[src/rtl/mem_wb_elastic_reg.sv]
// mem_wb_elastic_reg: two-entry elastic MEM/WB pipeline register with flush and async active-low reset.
// Define MEMWB_FWD_EN to add the fwd_valid/fwd_addr/fwd_data forwarding outputs driven from the head entry.
module mem_wb_elastic_reg #(
  parameter int DATA_W = 48,
  parameter int ADDR_W = 4
) (
  input  logic              clk,
  input  logic              rst,
  input  logic              flush,
  input  logic              in_valid,
  output logic              in_ready,
  input  logic [DATA_W-1:0] RD,
  input  logic [DATA_W-1:0] ALUOutM,
  input  logic [ADDR_W-1:0] WA3M,
  input  logic              PCSrcM,
  input  logic              regWriteM,
  input  logic              memToRegM,
  output logic              out_valid,
  input  logic              out_ready,
  output logic [DATA_W-1:0] ReadData,
  output logic [DATA_W-1:0] AluOutW,
  output logic [ADDR_W-1:0] WA3W,
  output logic              PCSrcW,
  output logic              regWriteW,
  output logic              memToRegW,
  output logic [DATA_W-1:0] ResultW
`ifdef MEMWB_FWD_EN
  ,
  output logic              fwd_valid,
  output logic [ADDR_W-1:0] fwd_addr,
  output logic [DATA_W-1:0] fwd_data
`endif
);
  localparam int EW = 2*DATA_W + ADDR_W + 3;
  typedef enum logic [1:0] {EMPTY, ONE, FULL} state_t;
  state_t        state_q, state_d;
  logic [EW-1:0] head_q, head_d, tail_q, tail_d, in_ent;
  logic          head_we, tail_we, rdy_q, push, pop, pc_h, rw_h;
  assign in_ent    = {RD, ALUOutM, WA3M, PCSrcM, regWriteM, memToRegM};
  // rdy_q holds in_ready low through reset and until the first edge after release
  assign in_ready  = rdy_q && (state_q != FULL);
  assign out_valid = state_q != EMPTY;
  assign push      = in_valid && in_ready;
  assign pop       = out_valid && out_ready;
  always_comb begin
    state_d = state_q;
    head_d  = in_ent;
    tail_d  = in_ent;
    head_we = 1'b0;
    tail_we = 1'b0;
    if (flush) state_d = EMPTY;
    else case (state_q)
      EMPTY: begin
        state_d = push ? ONE : EMPTY;
        head_we = push;
      end
      ONE: begin
        state_d = (push && !pop) ? FULL : (pop && !push) ? EMPTY : ONE;
        head_we = push && pop;
        tail_we = push && !pop;
      end
      FULL: begin
        state_d = pop ? ONE : FULL;
        head_d  = tail_q;
        head_we = pop;
      end
      default: state_d = EMPTY;
    endcase
  end
  always_ff @(posedge clk or negedge rst) begin
    if (!rst) begin
      state_q <= EMPTY;
      head_q  <= '0;
      tail_q  <= '0;
      rdy_q   <= 1'b0;
    end else begin
      state_q <= state_d;
      rdy_q   <= 1'b1;
      if (head_we) head_q <= head_d;
      if (tail_we) tail_q <= tail_d;
    end
  end
  assign {ReadData, AluOutW, WA3W, pc_h, rw_h, memToRegW} = head_q;
  assign PCSrcW    = out_valid && pc_h;
  assign regWriteW = out_valid && rw_h;
  assign ResultW   = memToRegW ? ReadData : AluOutW;
`ifdef MEMWB_FWD_EN
  assign fwd_valid = out_valid && regWriteW;
  assign fwd_addr  = WA3W;
  assign fwd_data  = ResultW;
`endif
endmodule

[config.mk]
export PLATFORM = sky130hd
export DESIGN_NAME = mem_wb_elastic_reg
export DESIGN_NICKNAME = d
export VERILOG_FILES = /design/src/rtl/mem_wb_elastic_reg.sv
export SDC_FILE = /design/constraint.sdc
export NUM_CORES = 1
export LEC_CHECK = 0
export ABC_AREA = 1
export CORE_MARGIN = 3
export CORE_UTILIZATION = 46
export DETAILED_ROUTE_END_ITERATION = 10
export MAX_ROUTING_LAYER = met4
export PLACE_DENSITY = 0.85
export SYNTH_ARGS = -nofsm -noshare
export SYNTH_HDL_FRONTEND = slang
export SYNTH_SLANG_ARGS = --single-unit
[constraint.sdc]
create_clock -name clk -period 2.1 [get_ports clk]
set_input_delay 0.42 -clock clk [delete_from_list [all_inputs] [get_ports clk]]
set_output_delay 0.42 -clock clk [all_outputs]
set_load 0.05 [all_outputs]
==> results of run 1 <==
routing by layer:
metal | up-vias | global-route usage, %
li1 | 4609 | -
met1 | 4720 | 30.27
met2 | 413 | 39.61
met3 | 77 | 3.559
met4 | 0 | 8.323
met5 | - | -
worst max-delay path: stages, from the launching register on:
cell	delay, ns
dfrtp_2	0.46
clkbuf_16	0.24
mux2_2	0.36
buf_6	0.15
final timing paths:
| path | end | cells after the start |
|---|---|---|
| setup reg to reg | head_q[59] | 13 |
| min in group clk | head_q[1] | 2 |
| hold / removal | tail_q[29] | 2 |
| max in group asynchronous | tail_q[66] | 3 |
| setup / recovery | ResultW[38] | 3 |
| hold reg to reg | head_q[1] | 2 |
cell families after synthesis:
family,count (synthesis),synth area share [%]
AND/OR/NAND/NOR,738,27.74
flip-flops,209,47.56
buffers and inverters,307,14.72
AO/OA/AOI/OAI,105,4.791
multiplexers,48,4.916
adder cells (fa/ha/maj),2,0.2275
other,1,0.03410
through the flow:
stage | TNS (ns) | worst slack, ns
floorplan | 0 | 0.03137
global placement | -6.258 | -0.08471
detailed placement | -16.67 | -0.1699
CTS | -1.576 | -0.1017
global route | -3.430 | -0.1108
finish | -1.001 | -0.05951
sequential cells by signal, indices dropped and copies added, names as in the netlist:
register / cells
tail_q: 103
head_q: 103
rdy_q: 1
state_q: 2
layout by cell type, fill, tap and decap left out, types with 6 or more instances in the layout:
cell type | netlist | layout
mux2_4 | 0 | 28
buf_4 | 108 | 20
clkbuf_1 | 22 | 7
buf_6 | 0 | 51
dfrtp_1 | 209 | 208
mux2_2 | 48 | 20
nand3_1 | 208 | 208
clkinv_2 | 0 | 6
buf_12 | 0 | 17
clkbuf_16 | 0 | 27
clkdlybuf4s50_1 | 0 | 106
inv_1 | 110 | 109
dlygate4sd2_1 | 0 | 98
o21ai_1 | 101 | 101
nand2_1 | 521 | 518
power by group through the flow:
stage          logic (mW)  clock network, mW  registers (mW)
3_5_place_dp         6.16                  0            5.70
3_3_place_gp         6.01                  0            5.65
2_1_floorplan        4.76                  0            5.50
6_report             6.27               3.99            5.68
5_1_grt              6.63               4.28            5.80
4_1_cts              6.05               4.09            5.64
final cells by class:
type / count / area, sq um / share of cell area [%]
diodes: 2 / 5.005 / 0.03510
clock buffers: 34 / 679.4 / 4.764
clock inverters: 9 / 75.07 / 0.5265
inverters: 113 / 429.2 / 3.010
multi-input cells: 894 / 4297 / 30.13
flip-flops and latches: 209 / 5231 / 36.69
well taps: 313 / 391.6 / 2.746
repair buffers: 299 / 3152 / 22.10
what timing repair did:
action                                 in CTS  in global routing
endpoints found under the hold margin      54                  0
pin swaps                                   1                  1
gates cloned                                2                  2
setup buffers                               0                  3
gates resized for setup                   134                 52
setup endpoints to repair                 147                116
hold buffers                                1                  0
==> metrics.yaml, run 1 <==
finClkSkew_ns: 0.006184
seqPwrFrac_pct: 35.6
area_delta_synth_final_pct: 29.69
die_h_um: 160.6
end_kind: "primary output"
synth_common_cells: "nand2_1 (521), dfrtp_1 (209), nand3_1 (208), inv_1 (110), buf_4 (108)"
ios: 261
synth.distinct_cells: 20
dr.max_layer_used: "met4"
synth_seq_cells: 209
layout-drive-gt1-share_pct: 12.26
irDropWorstVdd_mv: 0.7286
crit_start: "head_q[0]"
slew_headroom_pct: 62.65
whs_ns: 0.4598
die_w_um: 160.6
grt_max_degree: 83
rsz0062_at_grt: "yes"
root_buffer: "clkbuf_16"
antenna_found_initial: 2
pwr-share-clk_pct: 25.1
fin_ws_ns: -0.05951
crit_arrival_ns: 1.74
syn_area_sq_um: 11000
synth_edf_count: 0
synthCells: 1410
dp_cells: 1820
r2r_slack_ns: 0.09
cts_made_buffers: 24
fillers: 1897
power.switching_fraction_pct: 40.49
dieArea_sq_um: 25790
violations: "negative setup slack"
clock_latency_ns: 0.51
p_switching_mw: 6.455
period_needed_ns: 2.160
yosysSeqAreaShare_pct: 47.56
yosys_warnings: 0
critPathLaunchType: "register"
synth_top_area_cell: "dfrtp_1"
p_comb_share_pct: 39.3
met2_length_mm: 15.29
cts.sinks: 209
grt_pass1_wl_mm: 49.64
worst_pin_slew_ns: 0.5624
maxCapViolCount: 0
drt-total-wl_mm: 31.17
vias: 9819
finish.utilization_pct: 61.86
post_drt_via_cell_ratio: 5.242
place.gp.congestion: 0.8328
critPathKind: "reg -> out"
setup-violations-final: 26
path_max_fanout: 15
stdcell_count: 1873
drv_slew: 0
hold_class: "in -> async"
grt_overflow: 0
drt-initial-drc-count: 749
nets: 1651
clockBufferDepth: 3
synth_top_area_share_pct: 47.56
status: "complete, but fails checks"
hold_viol: 0
core_area_sq_um: 23050
wl_met3_mm: 2.204
synth_flop_cell: "dfrtp_1"
synth.most_common_cell: "nand2_1"
clock.fmax_ghz: 0.4631
wl_per_cell_um: 16.64
syn-num-nets: 1520
syn_avg_cell_area_sq_um: 7.798
cts_max_level: 1
fin_crit_sh_pct: 102.8
fin_area_sq_um: 14260
rr_startpoint: "state_q[1]"
ant_nets: 0
met1Wirelength_mm: 12.70
required_ns: 1.68
port_buffers: 260
num_rows: 55
hpwlAfterDp_mm: 19.55
p_leak_nw: 7.762
grt_use_total_pct: 23.98
drc: 0
cts_tree: "done"
internal_power_mw: 9.487
grt_pass1_vias: 9640
clk_pin_slew_ns: 0.06
total_power_mw: 15.94
dr.pass1.iters: 5
synthTopCellsByArea: "dfrtp_1 (48%), nand2_1 (18%), nand3_1 (9.5%)"
async_flop_share_pct: 100.0
start_util_pct: 47.70
power.density_nw_per_um2: 1118
postPlaceCellArea_sq_um: 13160
(Power assumes the default switching activity.)
==> run 2, diff against run 1 <==
CTS_CLUSTER_SIZE = 10   (was not set)
==> metrics.yaml, run 2 (synthesis gave the netlist of run 1 again) <==
start_util_pct: 47.70  # unchanged
crit_path_top_delay_cell: "dfrtp_2"  # unchanged
layout-drive-gt1-share_pct: 11.81  # was 12.26%
root_buffer: "clkbuf_16"  # unchanged
path_max_fanout: 15  # unchanged
violations: "negative setup slack"  # unchanged
port_buffers: 260  # unchanged
num_rows: 55  # unchanged
final_common_cell: "nand2_1"  # unchanged
post_drt_via_cell_ratio: 5.281  # was 5.242
rsz0062_at_grt: "yes"  # unchanged
total_power_mw: 15.68  # was 15.94 mW
cts_max_level: 1  # unchanged
hold_class: "in -> async"  # unchanged
met2_length_mm: 15.52  # was 15.29 mm
fin_ws_ns: -0.04032  # was -0.05951 ns
period_needed_ns: 2.140  # was 2.160 ns
maxCapViolCount: 0  # unchanged
max_stage_delay_ns: 0.45  # was 0.46 ns
dp_cells: 1820  # unchanged
grt_overflow: 0  # unchanged
drv_slew: 0  # unchanged
cts_tree: "done"  # unchanged
antenna_found_initial: 1  # was 2
setup-violations-final: 21  # was 26
power.density_nw_per_um2: 1106  # was 1118 nW/um^2
fin_crit_sh_pct: 101.9  # was 102.8%
end_kind: "primary output"  # unchanged
final_cell_mix: "nand2_1 (518), nand3_1 (208), dfrtp_1 (208)"  # unchanged
vias: 9839  # was 9819
finClkSkew_ns: 0.007001  # was 0.006184 ns
whs_ns: 0.4656  # was 0.4598 ns
crit_arrival_ns: 1.72  # was 1.74 ns
stdcell_count: 1863  # was 1873
hold_viol: 0  # unchanged
area_delta_synth_final_pct: 28.94  # was 29.69%
core_area_sq_um: 23050  # unchanged
critPathLaunchType: "register"  # unchanged
clock_latency_ns: 0.51  # about the same
slew_headroom_pct: 62.94  # was 62.65%
crit_chain: "clkbuf_16 -> mux2_2 -> buf_6"  # unchanged
status: "complete, but fails checks"  # unchanged
reg_top3: "head_q (103), tail_q (103), state_q (2)"  # unchanged
wl_met3_mm: 2.134  # was 2.204 mm
clk_pin_slew_ns: 0.05  # was 0.06 ns
grt_max_degree: 83  # unchanged
grt_use_total_pct: 24.24  # was 23.98%
dr.pass1.iters: 5  # unchanged
clockBufferDepth: 3  # unchanged
cts.sinks: 209  # unchanged
grt_pass1_vias: 9584  # was 9640
cts_made_buffers: 25  # was 24
drc: 0  # unchanged
die_w_um: 160.6  # unchanged
dieArea_sq_um: 25790  # unchanged
die_h_um: 160.6  # unchanged
drt-total-wl_mm: 31.44  # was 31.17 mm
worst_pin_slew_ns: 0.5581  # was 0.5624 ns
required_ns: 1.68  # about the same
place.gp.congestion: 0.8328  # unchanged
hpwlAfterDp_mm: 19.55  # unchanged
nets: 1653  # was 1651
clock.fmax_ghz: 0.4672  # was 0.4631 GHz
drt-initial-drc-count: 797  # was 749
p_leak_nw: 7.725  # was 7.762 nW
met1Wirelength_mm: 12.74  # was 12.70 mm
setup_tns_ns: -0.5514  # was -1.001 ns
grt_pass1_wl_mm: 50.10  # was 49.64 mm
critPathKind: "reg -> out"  # unchanged
wl_per_cell_um: 16.88  # was 16.64 um
ios: 261  # unchanged
dr.max_layer_used: "met4"  # unchanged
ant_nets: 0  # unchanged
irDropWorstVdd_mv: 0.7340  # was 0.7286 mV
[run 2: cell count changes in the layout (fill, tap and decap cells not counted), sizes merged]
| cell | before | now |
|---|---|---|
| clkinv | 6 | 1 |
| clkbuf | 36 | 34 |
| buf | 90 | 91 |
| diode | 2 | 1 |
| clkinvlp | 2 | 0 |
| bufinv | 1 | 0 |
[run 2: where the power goes]
group	switching [mW]	leakage (nW)	internal, mW
logic	4.15	4.74	2.13
clock network	1.56	0.326	2.16
registers	0.690	2.66	4.99
[run 2: area by class of cell]
class,instances,area [sq um]
flip-flops and latches,209,5231
repair buffers,300,3159
multi-input cells,894,4297
clock inverters,1,5.005
well taps,313,391.6
clock buffers,32,661.9
inverters,113,429.2
diodes,1,2.502
fillers,1908,8876
[run 2: repair_timing]
action / in CTS / in global routing
gates cloned: 2 / 2
buffers inserted: 0 / 4
hold buffers: 1 / 0
setup endpoints to repair: 147 / 106
hold endpoints to repair: 54 / 0
pin swaps: 1 / 1
resized for setup: 134 / 52
[run 2: critical path, delay by kind of cell, from the launching register on]
kind / cells / cell delay [ns]
buf+inv: 2 / 0.39
flops: 1 / 0.45
mux: 1 / 0.36
[run 2: routing by layer]
| layer | vias up | GRT usage [%] |
|---|---|---|
| met5 | - | - |
| met4 | 0 | 8.047 |
| met3 | 73 | 3.250 |
| met2 | 434 | 40.54 |
| met1 | 4729 | 30.57 |
| li1 | 4603 | - |
[run 2: worst paths after layout]
kind                               endpoint  depth (start not counted)       start  slack [ns]
worst max register to register   head_q[14]                         13  state_q[1]        0.08
worst min-delay path             tail_q[29]                          2         rst        0.47
worst max-delay path            ResultW[38]                          3   head_q[0]       -0.04
max in group asynchronous        head_q[20]                          3         rst        0.95
worst min register to register    head_q[1]                          2   head_q[1]        0.48
min in group clk                  head_q[1]                          2   head_q[1]        0.48
[run 2: per-stage QoR]
| stage | instance area (sq um) | util [%] | worst slack (ns) |
|---|---|---|---|
| 4_1_cts | 13920 | 60.36 | -0.09258 |
| 3_3_place_gp | 13160 | 57.07 | -0.08471 |
| 6_report | 14180 | 61.50 | -0.04032 |
| 5_1_grt | 14180 | 61.50 | -0.1006 |
| 3_5_place_dp | 13160 | 57.07 | -0.1699 |
| 2_1_floorplan | 11000 | - | 0.03137 |
==> run 3, diff against run 2 <==
CORE_UTILIZATION = 51   (was 46)
PLACE_DENSITY = 0.89   (was 0.85)
clock period = 2.15 ns   (was 2.1 ns; I/O delays follow)
==> metrics.yaml, run 3 (synthesis gave the netlist of run 1 again) <==
status: "finished, final reports clean"  # was complete, but fails checks
crit_arrival_ns: 1.71  # was 1.72 ns
area_delta_synth_final_pct: 27.29  # was 28.94%
cts_max_level: 1  # unchanged
worstRegToRegCells: 13  # unchanged
met1Wirelength_mm: 12.04  # was 12.74 mm
ios: 261  # unchanged
clockBufferDepth: 3  # unchanged
power.density_nw_per_um2: 1075  # was 1106 nW/um^2
drv_slew: 0  # unchanged
dieArea_sq_um: 23360  # was 25790 sq um
worst_pin_slew_ns: 0.5615  # was 0.5581 ns
die_w_um: 152.8  # was 160.6 um
setup_tns_ns: 0  # was -0.5514 ns
wl_met3_mm: 2.234  # was 2.134 mm
cts_setup_buffers: 0  # unchanged
crit_chain: "buf_12 -> mux2_2 -> buf_4"  # was clkbuf_16 -> mux2_2 -> buf_6
hold_class: "in -> async"  # unchanged
reg_top3: "head_q (103), tail_q (103), state_q (2)"  # unchanged
clk_pin_slew_ns: 0.06  # was 0.05 ns
total_power_mw: 15.05  # was 15.68 mW
p_comb_share_pct: 39.9  # was 40.0%
slew_headroom_pct: 62.51  # was 62.94%
grt_overflow: 0  # unchanged
crit_path_top_delay_cell: "dfrtp_2"  # unchanged
period_needed_ns: 2.138
cts.sinks: 209  # unchanged
end_kind: "primary output"  # unchanged
dr.pass1.iters: 6  # was 5
grt_pass1_vias: 9471  # was 9584
seqPwrFrac_pct: 36.8  # was 36.2%
ant_nets: 0  # unchanged
clock_latency_ns: 0.50  # was 0.51 ns
layout-drive-gt1-share_pct: 11.08  # was 11.81%
cts_tree: "done"  # unchanged
grt_use_total_pct: 25.24  # was 24.24%
core_area_sq_um: 21090  # was 23050 sq um
finClkSkew_ns: 0.005889  # was 0.007001 ns
drt-total-wl_mm: 29.93  # was 31.44 mm
p_switching_mw: 6.099  # was 6.393 mW
r2r-end: "head_q[77]"  # was head_q[14]
fin_ws_ns: 0.01220  # was -0.04032 ns
rsz0062_at_grt: "yes"  # unchanged
final_cell_mix: "nand2_1 (518), nand3_1 (208), dfrtp_1 (207)"  # was nand2_1 (518), nand3_1 (208), dfrtp_1 (208)
drt-initial-drc-count: 732  # was 797
place_ws_ns: -0.1781  # was -0.1699 ns
drc: 0  # unchanged
antenna_found_initial: 1  # unchanged
hpwlAfterDp_mm: 18.67  # was 19.55 mm
required_ns: 1.72  # was 1.68 ns
setup-violations-final: 0  # was 21
rr_startpoint: "state_q[0]"  # was state_q[1]
pwr-share-clk_pct: 23.3  # was 23.7%
irDropWorstVdd_mv: 0.6977  # was 0.7340 mV
nets: 1643  # was 1653
met2_length_mm: 14.65  # was 15.52 mm
r2r_slack_ns: 0.23  # was 0.08 ns
internal_power_mw: 8.951  # was 9.283 mW
critPathKind: "reg -> out"  # unchanged
p_leak_nw: 7.921  # was 7.725 nW
max_stage_delay_ns: 0.40  # was 0.45 ns
fin_crit_sh_pct: 99.43
power.switching_fraction_pct: 40.53  # was 40.78%
maxCapViolCount: 0  # unchanged
post_drt_via_cell_ratio: 5.356  # was 5.281
cts_made_buffers: 24  # was 25
root_buffer: "clkbuf_16"  # unchanged
path_max_fanout: 29  # was 15
place.gp.congestion: 0.8317  # was 0.8328
grt_max_degree: 108  # was 83
clock.fmax_ghz: 0.4678
grt_pass1_wl_mm: 48.10  # was 50.10 mm
dr.max_layer_used: "met4"  # unchanged
num_rows: 53  # was 55
final_common_cell: "nand2_1"  # unchanged
hold_viol: 0  # unchanged
path_delay_family: "buffers and inverters"  # was flip-flops
wl_per_cell_um: 16.54  # was 16.88 um
postPlaceCellArea_sq_um: 13120  # was 13160 sq um
start_util_pct: 52.14  # was 47.70%
die_h_um: 152.8  # was 160.6 um
fin_area_sq_um: 14000  # was 14180 sq um
port_buffers: 260  # unchanged
vias: 9694  # was 9839
path_buf_inv: 2  # unchanged
critPathLaunchType: "register"  # unchanged
==> run 3: area by class of cell <==
type	count	area (sq um)
Timing Repair Buffer	291	3162
Inverter	113	429.2
Antenna cell	1	2.502
Sequential cell	209	5233
Tap cell	275	344.1
Multi-Input combinational cell	894	4193
Clock buffer	27	633.1
Fill cell	1629	7092
==> run 3: worst reg2reg max path: stages (launching register included) <==
cell	delay (ns)
dfrtp_2	0.45
nor2_1	0.14
inv_1	0.08
nand2_1	0.09
inv_1	0.05
ha_1	0.18
nand3_1	0.08
nand2_1	0.07
inv_2	0.06
nand2_4	0.10
nand2_4	0.13
buf_12	0.21
nand2_1	0.13
nand2_1	0.08
==> run 3: stage by stage <==
stage               hold WS (ns)  utilization [%]  instances
finish                    0.4489            66.37       1810
global route              0.4871            66.37       1810
CTS                       0.4682            65.39       1808
global placement          0.4130            62.19       1779
detailed placement        0.4137            62.19       1779
floorplan                 0.1344                -       1410
==> run 3: power groups by stage <==
| stage | logic, mW | clock network (mW) | registers [mW] |
|---|---|---|---|
| after detailed placement | 5.99 | 0 | 5.58 |
| final | 6.00 | 3.51 | 5.54 |
| after CTS | 5.94 | 3.57 | 5.53 |
| after floorplan | 4.65 | 0 | 5.37 |
| after global routing | 6.35 | 3.73 | 5.66 |
| after global placement | 5.85 | 0 | 5.54 |
==> run 3: worst max-delay path by stage <==
stage	start	endpoint	depth (start not counted)
6_report	head_q[0]	ResultW[21]	3
2_1_floorplan	head_q[0]	ResultW[38]	3
5_1_grt	head_q[0]	ResultW[21]	3
3_5_place_dp	in_valid	head_q[77]	11
3_3_place_gp	in_valid	head_q[90]	11
4_1_cts	head_q[0]	ResultW[36]	3
==> run 3: timing repair <==
| action | in CTS | in global routing |
|---|---|---|
| gates cloned | 1 | 1 |
| hold buffers | 1 | 0 |
| resized for setup | 48 | 68 |
| endpoints found under the hold margin | 41 | 0 |
| pin swaps | 1 | 1 |
| endpoints found under the setup margin | 58 | 93 |
==> run 3: per-layer routing <==
metal  global-route usage (%)  vias to the layer above
li1                         -                     4591
met1                    32.88                     4568
met2                    40.84                      460
met3                    3.482                       75
met4                    8.994                        0
met5                        -                        -
